## src/rtl/pot_adc_responder_if.sv

```systemverilog
// Serial ADC link between an initiator (potentiometer reader) and the responder.
// CS/SCLK are driven by the master; the responder drives data plus its pad enable.
interface pot_adc_responder_if;
  // Handshake: cs_n_in low opens a frame. Each sclk_in fall advances one bit.
  // The master samples sdata_out while sclk_in is high. cs_n_in high closes the frame.
  logic cs_n_in;
  logic sclk_in;
  logic sdata_out;
  logic sdata_oe;

  modport master (
    output cs_n_in,
    output sclk_in,
    input  sdata_out,
    input  sdata_oe
  );

  modport slave (
    input  cs_n_in,
    input  sclk_in,
    output sdata_out,
    output sdata_oe
  );
endinterface

```

## src/rtl/pot_adc_responder.sv

```systemverilog
// Converter side of a Pmod AD1-style serial link: on CS fall it snapshots sample_in
// and shifts out LEAD_ZEROS zeros followed by the sample, MSB first, one bit per SCLK fall.
module pot_adc_responder #(
  parameter int DATA_W      = 12,
  parameter int LEAD_ZEROS  = 4,
  parameter int SYNC_STAGES = 2
) (
  input  logic              board_clk,
  input  logic              reset,
  pot_adc_responder_if.slave link,
  input  logic [DATA_W-1:0] sample_in,
  output logic              busy,
  output logic              frame_done,
  output logic              frame_abort,
  output logic [7:0]        frame_count,
  output logic [1:0]        dbg_state
);

  localparam int FRAME_BITS = LEAD_ZEROS + DATA_W;
  localparam logic [4:0] LAST_BIT = 5'(FRAME_BITS);

  typedef enum logic [1:0] {
    IDLE  = 2'd0,
    SHIFT = 2'd1,
    DONE  = 2'd2
  } state_t;

  // Synchronizers reset to 1 (the idle level of both pins) so reset release makes no edge.
  logic [SYNC_STAGES-1:0] cs_sync;
  logic [SYNC_STAGES-1:0] sclk_sync;
  logic                   cs_d;
  logic                   sclk_d;
  logic                   cs_s;
  logic                   sclk_s;
  logic                   cs_fall;
  logic                   cs_rise;
  logic                   sclk_fall;

  always_ff @(posedge board_clk or posedge reset) begin
    if (reset) begin
      cs_sync   <= '1;
      sclk_sync <= '1;
      cs_d      <= 1'b1;
      sclk_d    <= 1'b1;
    end else begin
      cs_sync   <= {cs_sync[SYNC_STAGES-2:0], link.cs_n_in};
      sclk_sync <= {sclk_sync[SYNC_STAGES-2:0], link.sclk_in};
      cs_d      <= cs_s;
      sclk_d    <= sclk_s;
    end
  end

  assign cs_s      = cs_sync[SYNC_STAGES-1];
  assign sclk_s    = sclk_sync[SYNC_STAGES-1];
  assign cs_fall   = cs_d & ~cs_s;
  assign cs_rise   = ~cs_d & cs_s;
  assign sclk_fall = sclk_d & ~sclk_s;

  state_t                  state, state_nxt;
  logic [FRAME_BITS-1:0]   shift_reg, shift_nxt;
  logic [4:0]              bit_cnt, bit_cnt_nxt;
  logic                    sdata_q, sdata_nxt;
  logic                    oe_q, oe_nxt;
  logic                    busy_nxt;
  logic                    done_nxt;
  logic                    abort_nxt;
  logic [7:0]              count_nxt;

  always_ff @(posedge board_clk or posedge reset) begin
    if (reset) begin
      state       <= IDLE;
      shift_reg   <= '0;
      bit_cnt     <= '0;
      sdata_q     <= 1'b0;
      oe_q        <= 1'b0;
      busy        <= 1'b0;
      frame_done  <= 1'b0;
      frame_abort <= 1'b0;
      frame_count <= '0;
    end else begin
      state       <= state_nxt;
      shift_reg   <= shift_nxt;
      bit_cnt     <= bit_cnt_nxt;
      sdata_q     <= sdata_nxt;
      oe_q        <= oe_nxt;
      busy        <= busy_nxt;
      frame_done  <= done_nxt;
      frame_abort <= abort_nxt;
      frame_count <= count_nxt;
    end
  end

  always_comb begin
    state_nxt   = state;
    shift_nxt   = shift_reg;
    bit_cnt_nxt = bit_cnt;
    sdata_nxt   = sdata_q;
    oe_nxt      = oe_q;
    busy_nxt    = busy;
    done_nxt    = 1'b0;
    abort_nxt   = 1'b0;
    count_nxt   = frame_count;

    unique case (state)
      IDLE: begin
        sdata_nxt = 1'b0;
        oe_nxt    = 1'b0;
        busy_nxt  = 1'b0;
        if (cs_fall) begin
          shift_nxt   = FRAME_BITS'(sample_in);
          sdata_nxt   = shift_nxt[FRAME_BITS-1];
          oe_nxt      = 1'b1;
          busy_nxt    = 1'b1;
          bit_cnt_nxt = 5'd1;
          state_nxt   = SHIFT;
        end
      end
      SHIFT: begin
        // CS release outranks a coincident SCLK fall, even on the last bit.
        if (cs_rise) begin
          abort_nxt = 1'b1;
          sdata_nxt = 1'b0;
          oe_nxt    = 1'b0;
          busy_nxt  = 1'b0;
          state_nxt = IDLE;
        end else if (sclk_fall) begin
          if (bit_cnt == LAST_BIT) begin
            sdata_nxt = 1'b0;
            done_nxt  = 1'b1;
            count_nxt = frame_count + 8'd1;
            state_nxt = DONE;
          end else begin
            shift_nxt   = {shift_reg[FRAME_BITS-2:0], 1'b0};
            sdata_nxt   = shift_nxt[FRAME_BITS-1];
            bit_cnt_nxt = bit_cnt + 5'd1;
          end
        end
      end
      DONE: begin
        sdata_nxt = 1'b0;
        if (cs_rise) begin
          oe_nxt    = 1'b0;
          busy_nxt  = 1'b0;
          state_nxt = IDLE;
        end
      end
      default: begin
        state_nxt = IDLE;
      end
    endcase
  end

  assign link.sdata_out = sdata_q;
  assign link.sdata_oe  = oe_q;
  assign dbg_state      = state;

endmodule

```

## src/flat_wrapper.sv

```systemverilog
// flat-port wrapper written by rule: the top's interface ports become plain ports
module pot_adc_responder_flat 
#(
  parameter int DATA_W      = 12,
  parameter int LEAD_ZEROS  = 4,
  parameter int SYNC_STAGES = 2
)
  (board_clk, reset, sample_in, busy, frame_done, frame_abort, frame_count, dbg_state, link_cs_n_in, link_sclk_in, link_sdata_out, link_sdata_oe);
  pot_adc_responder_if link_i ();
  input  logic board_clk;
  input  logic reset;
  input  logic [DATA_W-1:0] sample_in;
  output logic busy;
  output logic frame_done;
  output logic frame_abort;
  output logic [7:0] frame_count;
  output logic [1:0] dbg_state;
  input wire logic [$bits(link_i.cs_n_in)-1:0] link_cs_n_in;
  input wire logic [$bits(link_i.sclk_in)-1:0] link_sclk_in;
  output wire logic [$bits(link_i.sdata_out)-1:0] link_sdata_out;
  output wire logic [$bits(link_i.sdata_oe)-1:0] link_sdata_oe;
  assign link_i.cs_n_in = link_cs_n_in;
  assign link_i.sclk_in = link_sclk_in;
  assign link_sdata_out = link_i.sdata_out;
  assign link_sdata_oe = link_i.sdata_oe;
  pot_adc_responder #(.DATA_W(DATA_W), .LEAD_ZEROS(LEAD_ZEROS), .SYNC_STAGES(SYNC_STAGES)) u_core (.board_clk(board_clk), .reset(reset), .link(link_i), .sample_in(sample_in), .busy(busy), .frame_done(frame_done), .frame_abort(frame_abort), .frame_count(frame_count), .dbg_state(dbg_state));
endmodule
```

## config.mk

```make
export PLATFORM = sky130hd
export DESIGN_NAME = pot_adc_responder_flat
export DESIGN_NICKNAME = d
export VERILOG_FILES = /design/src/rtl/pot_adc_responder_if.sv /design/src/rtl/pot_adc_responder.sv /design/src/flat_wrapper.sv
export SDC_FILE = /design/constraint.sdc
export NUM_CORES = 1
export LEC_CHECK = 0
export ABC_AREA = 1
export CAP_MARGIN = 5
export CORE_MARGIN = 3
export CORE_UTILIZATION = 35
export DETAILED_ROUTE_END_ITERATION = 6
export RECOVER_POWER = 25
export SYNTH_ARGS = -nofsm -noshare
export SYNTH_HDL_FRONTEND = slang
export SYNTH_SLANG_ARGS = --single-unit
```

## constraint.sdc

```tcl
create_clock -name board_clk -period 2.73 [get_ports board_clk]
set_input_delay 0.546 -clock board_clk [delete_from_list [all_inputs] [get_ports board_clk]]
set_output_delay 0.546 -clock board_clk [all_outputs]
set_load 0.05 [all_outputs]
```

; Yosys cells after proc, flatten, opt, wreduce, memory -nomap -nowiden
; Cells that the tools add are included.
[totals]
output_inout_bits = 15
register_bits = 40
[op_classes]
reduce_logical = 11
muxes = 29
n_eq_ne = 11
addsub = 2
n_bitwise = 7
[op_table]
columns = cell, n
row1 = 15-bit two-way mux, 4
row2 = 15-bit case mux with 2 select lines, 1
row3 = 5-bit two-way mux, 4
row4 = 1-bit two-way mux, 11
row5 = 2-bit two-way mux, 5
row6 = 5-bit case mux with 2 select lines, 1
row7 = 8-bit by 1-bit adder with 8-bit output (second input constant), 1
row8 = 2-bit by 1-bit != test with 1-bit output (second input constant), 4
row9 = 4-bit AND reduction, 2
row10 = 3-bit by 1-bit != test with 1-bit output (second input constant), 2
row11 = 2-bit case mux with 3 select lines, 1
row12 = 2-bit nonzero test, 3
row13 = 5-bit by 1-bit adder with 5-bit output (second input constant), 1
row14 = 5-bit == test (second input constant), 1
row15 = 5-bit AND reduction, 1
row16 = 2-bit != test (second input constant), 2
row17 = 1-bit NOT, 4
row18 = 1-bit case mux with 2 select lines, 2
row19 = 2-bit AND reduction, 2
row20 = 2-bit OR reduction, 2
row21 = 1-bit AND, 3
row22 = 2-bit by 1-bit == test with 1-bit output (second input constant), 1
row23 = 2-bit == test (second input constant), 1
row24 = 2-bit zero test, 1

; Depth between registers and ports, before layout
[depth]
depth_word = 5
mapped_depth = 11
ltp_nobuf = 10

; Worst setup path before layout
; No wires, ideal clock.
[synth_timing]
path_kind = register -> register
from = register u_core.state[1], in the netlist u_core.dbg_state[1]
to = register u_core.bit_cnt[3]
setup_time_ns = 0.117
t_arrival_ns = 1.707
path_slack_ns = 0.907
n_path_buf = 2
required_ns = 2.613
path_stages_with_launch = 11
synth_period_minus_slack_ns = 1.823
cell_sequence = dfrtp_1 inv_1 ha_1 buf_4 nand2_1 nand2_1 nor2_2 nand2_1 buf_2 nand2_1 nand2_1
[synth_between]
elab_chain_cells = 3
word_cells_on_any_way = 9
classes_between = 5 x eq/ne / 1 x mux / 3 x reduce/logical
[synth_lines]
columns = element, line_no
row1 = "start, declared", pot_adc_responder.sv:59  ; state_t state, state_nxt;
row2 = "start signal, assigned", pot_adc_responder.sv:81  ; state <= state_nxt;
row3 = 2-bit by 1-bit == test with 1-bit output or 2-bit zero test (tied branches), pot_adc_responder.sv:104  ; unique case (state)
row4 = "2-bit != test (no line), or another cell as far along", n/a
row5 = 5-bit AND reduction (no line), n/a
row6 = "end signal, assigned", pot_adc_responder.sv:83  ; bit_cnt <= bit_cnt_nxt;
row7 = "end, declared", pot_adc_responder.sv:61  ; logic [4:0] bit_cnt, bit_cnt_nxt;
; Parallel ways exist; a longest one is shown, timed or not.
; A chain may end at the register's enable or synchronous reset.

; Worst setup path after layout
[layout_timing]
from = register u_core.frame_count[0]
to = output port frame_count[0]
[layout_lines]
columns = element, line_no
row1 = "start, declared", pot_adc_responder.sv:15  ; output logic [7:0] frame_count,
row2 = "start signal, assigned", pot_adc_responder.sv:89  ; frame_count <= count_nxt;
row3 = "end, declared", flat_wrapper.sv:16  ; output logic [7:0] frame_count;
; No word-level cell between the ends.

==> flow_summary.yaml <==
outcome:
  outcome: "complete, no violations"
critical_path:
  cp.arrival_ns: 1.59
  crit_family: "buffers and inverters"
  worst-path-buf-inv: 1
  critPathKind: "register to output pin"
  critPathMaxStageDelay_ns: 0.85
  worst_setup_path_start_kind: "register"
  cp_data_required_time_ns: 2.18
  slowest_stage: "clkdlybuf4s50_1"
  cp-end-kind: "output pin"
  cp_cell_sequence: "clkdlybuf4s50_1"
  crit_fanout: 6
placed_design:
  port-buffer-count: 30
  postPlaceCellArea_um2: 2510
  dpl.hpwl_um: 2830
  gp_congestion: 0.719
logic_synthesis:
  synth_area_um2: 2180
  syn_avg_cell_area_um2: 8.07
  ys.warnings.count: 0
  synthCells: 270
  synth_nets: 293
  synth_seq_area_share: 0.463
  yosys.cell_types.count: 27
  synth-seq-cells: 40
timing:
  hold_viol: 0
  fin_skew_ns: 0.0102
  fin_crit_sh: 0.781
  setup_viol: 0
  worst_pin_slew_ns: 0.963
  period_needed_ns: 2.13
  fmax_ghz: 0.469
  rsz0062_at_grt: "no"
  final_max_slew_viol_count: 0
  maxSlewHeadroom: 0.358
  fin_tns_setup_ns: 0
pwr:
  vdd_drop_max_uv: 352
  powerDensity_nw_per_um2: 878
  leakage_nw: 1.35
  p_total_mw: 2.29
detailed_routing:
  vias_per_cell: 4.62
  dr_total_vias: 1738
  drtAntennaViolNets: 0
  firstDrtPassIters: 4
  drtIter0Drc: 105
  routed_wl_um: 4090
  drc: 0
  wl_per_cell_um: 10.9
layout:
  synthToLayoutAreaGrowth_pct: 19.6
  final_cell_mix: "nand2_1, dfrtp_1, clkdlybuf4s50_1, inv_1, nand3_1"
  final_common_cell: "nand2_1"
  diodes: 0
  largest_reg_flops: 15
  finalInstanceArea_um2: 2610
  drive_gt1_frac: 0.126
  fill_cells: 608
  num-nets-final: 323
worst_hold_path:
  hold_path.class: "register to register"
floorplan:
  die_h_um: 84.9
  ioPinCount: 31
  core-area_um2: 5990
  die_w_um: 84.9
  initial_core_util: 0.364
  num_rows: 28
  die_area_um2: 7210
clock_tree:
  holdBufCountCts: 0
  cts_buffer_depth: 2
  numCtsBuffers: 5
  ctsHtreeMaxLevel: 2
  cts_num_sinks: 40
  cts_tree: "yes"
  clock_latency_ns: 0.29
  cts_resized: 0
  clk_pin_slew_ns: 0.07
  cts_setup_buffers: 0
  cts_root_buffer: "clkbuf_8"
global_route:
  grt_max_degree: 41
  track_usage: 0.125
  grt.met3_usage: 0.0350
  grtUsageMet1: 0.161
  antenna_found_initial: 0
  use_met2: 0.204
  grt_pass1_vias: 1684
  grt_pass1_wl_um: 7380
  busiest_layer: "met2"
  gr-total-overflow: 0
flow_run:
  max_cap_viol_count: 0
[stage by stage]
step | cells | hold slack (ns) | setup slack (ns) | utilization
4_1_cts | 376 | 0.359 | 0.576 | 0.435
3_3_place_gp | 368 | 0.347 | 0.798 | 0.420
3_5_place_dp | 368 | 0.349 | 0.732 | 0.420
5_1_grt | 376 | 0.365 | 0.514 | 0.435
2_1_floorplan | 270 | 0.345 | 0.907 | -
6_report | 376 | 0.363 | 0.598 | 0.435
[power breakdown]
| part | total [mW] | internal (mW) | leakage [nW] | switching (mW) |
|---|---|---|---|---|
| logic | 1.03 | 0.345 | 0.790 | 0.684 |
| registers | 0.852 | 0.743 | 0.511 | 0.110 |
| clock network | 0.406 | 0.205 | 0.0445 | 0.201 |
[synthesized netlist by cell type]
master	number	share of area
a21oi_2	1	0.0040
buf_12	1	0.0092
buf_2	4	0.0092
buf_4	3	0.010
buf_6	2	0.010
clkbuf_1	1	0.0017
dfrtp_1	34	0.39
dfstp_2	6	0.072
ha_1	7	0.040
inv_1	22	0.038
inv_2	3	0.0052
nand2_1	125	0.22
nand2_2	4	0.011
nand3_1	13	0.030
nand3_2	11	0.051
nand3b_1	4	0.014
nand4_1	7	0.020
nor2_1	8	0.014
nor2_2	2	0.0057
nor2_4	1	0.0052
nor2_8	1	0.0092
o21ai_0	1	0.0023
o21ai_1	2	0.0046
o21bai_1	1	0.0034
o31ai_1	1	0.0034
xnor2_1	3	0.012
xor2_1	2	0.0080
[worst paths after layout]
check | depth (start not counted) | slack (ns) | from | endpoint
max in group asynchronous | 3 | 1.14 | reset | u_core.shift_reg[9]
worst max register to register | 9 | 0.76 | u_core.dbg_state[1] | u_core.shift_reg[8]
worst min register to register | 0 | 0.36 | u_core.cs_sync[0] | u_core.cs_sync[1]
worst max-delay path | 1 | 0.60 | u_core.frame_count[0] | frame_count[0]
min in group asynchronous | 3 | 0.99 | reset | u_core.frame_count[3]
worst min-delay path | 0 | 0.36 | u_core.cs_sync[0] | u_core.cs_sync[1]
[layout make-up]
type                            count  area (µm²)  area share
Timing Repair Buffer               34         328       0.126
Clock inverter                      1        7.51     0.00288
Tap cell                           75        93.8      0.0360
Multi-Input combinational cell    194         987       0.379
Inverter                           25        93.8      0.0360
Clock buffer                        7        86.3      0.0331
Sequential cell                    40        1010       0.387
[routing by layer]
layer | vias to the layer above | share of wire
li1 | 893 | -
met1 | 812 | 0.48
met2 | 25 | 0.47
met3 | 8 | 0.035
met4 | 0 | 0.015
met5 | - | 0
[kinds of logic (layout without fill, tap and decap cells)]
family,after synthesis,in the layout,synth area share
buf+inv,36,67,0.0839
compound gates,6,6,0.0178
xor+xnor,5,5,0.0201
simple gates,176,176,0.375
fa+ha+maj,7,7,0.0402
flops,40,40,0.463
Power figures use the tool's default switching activity.
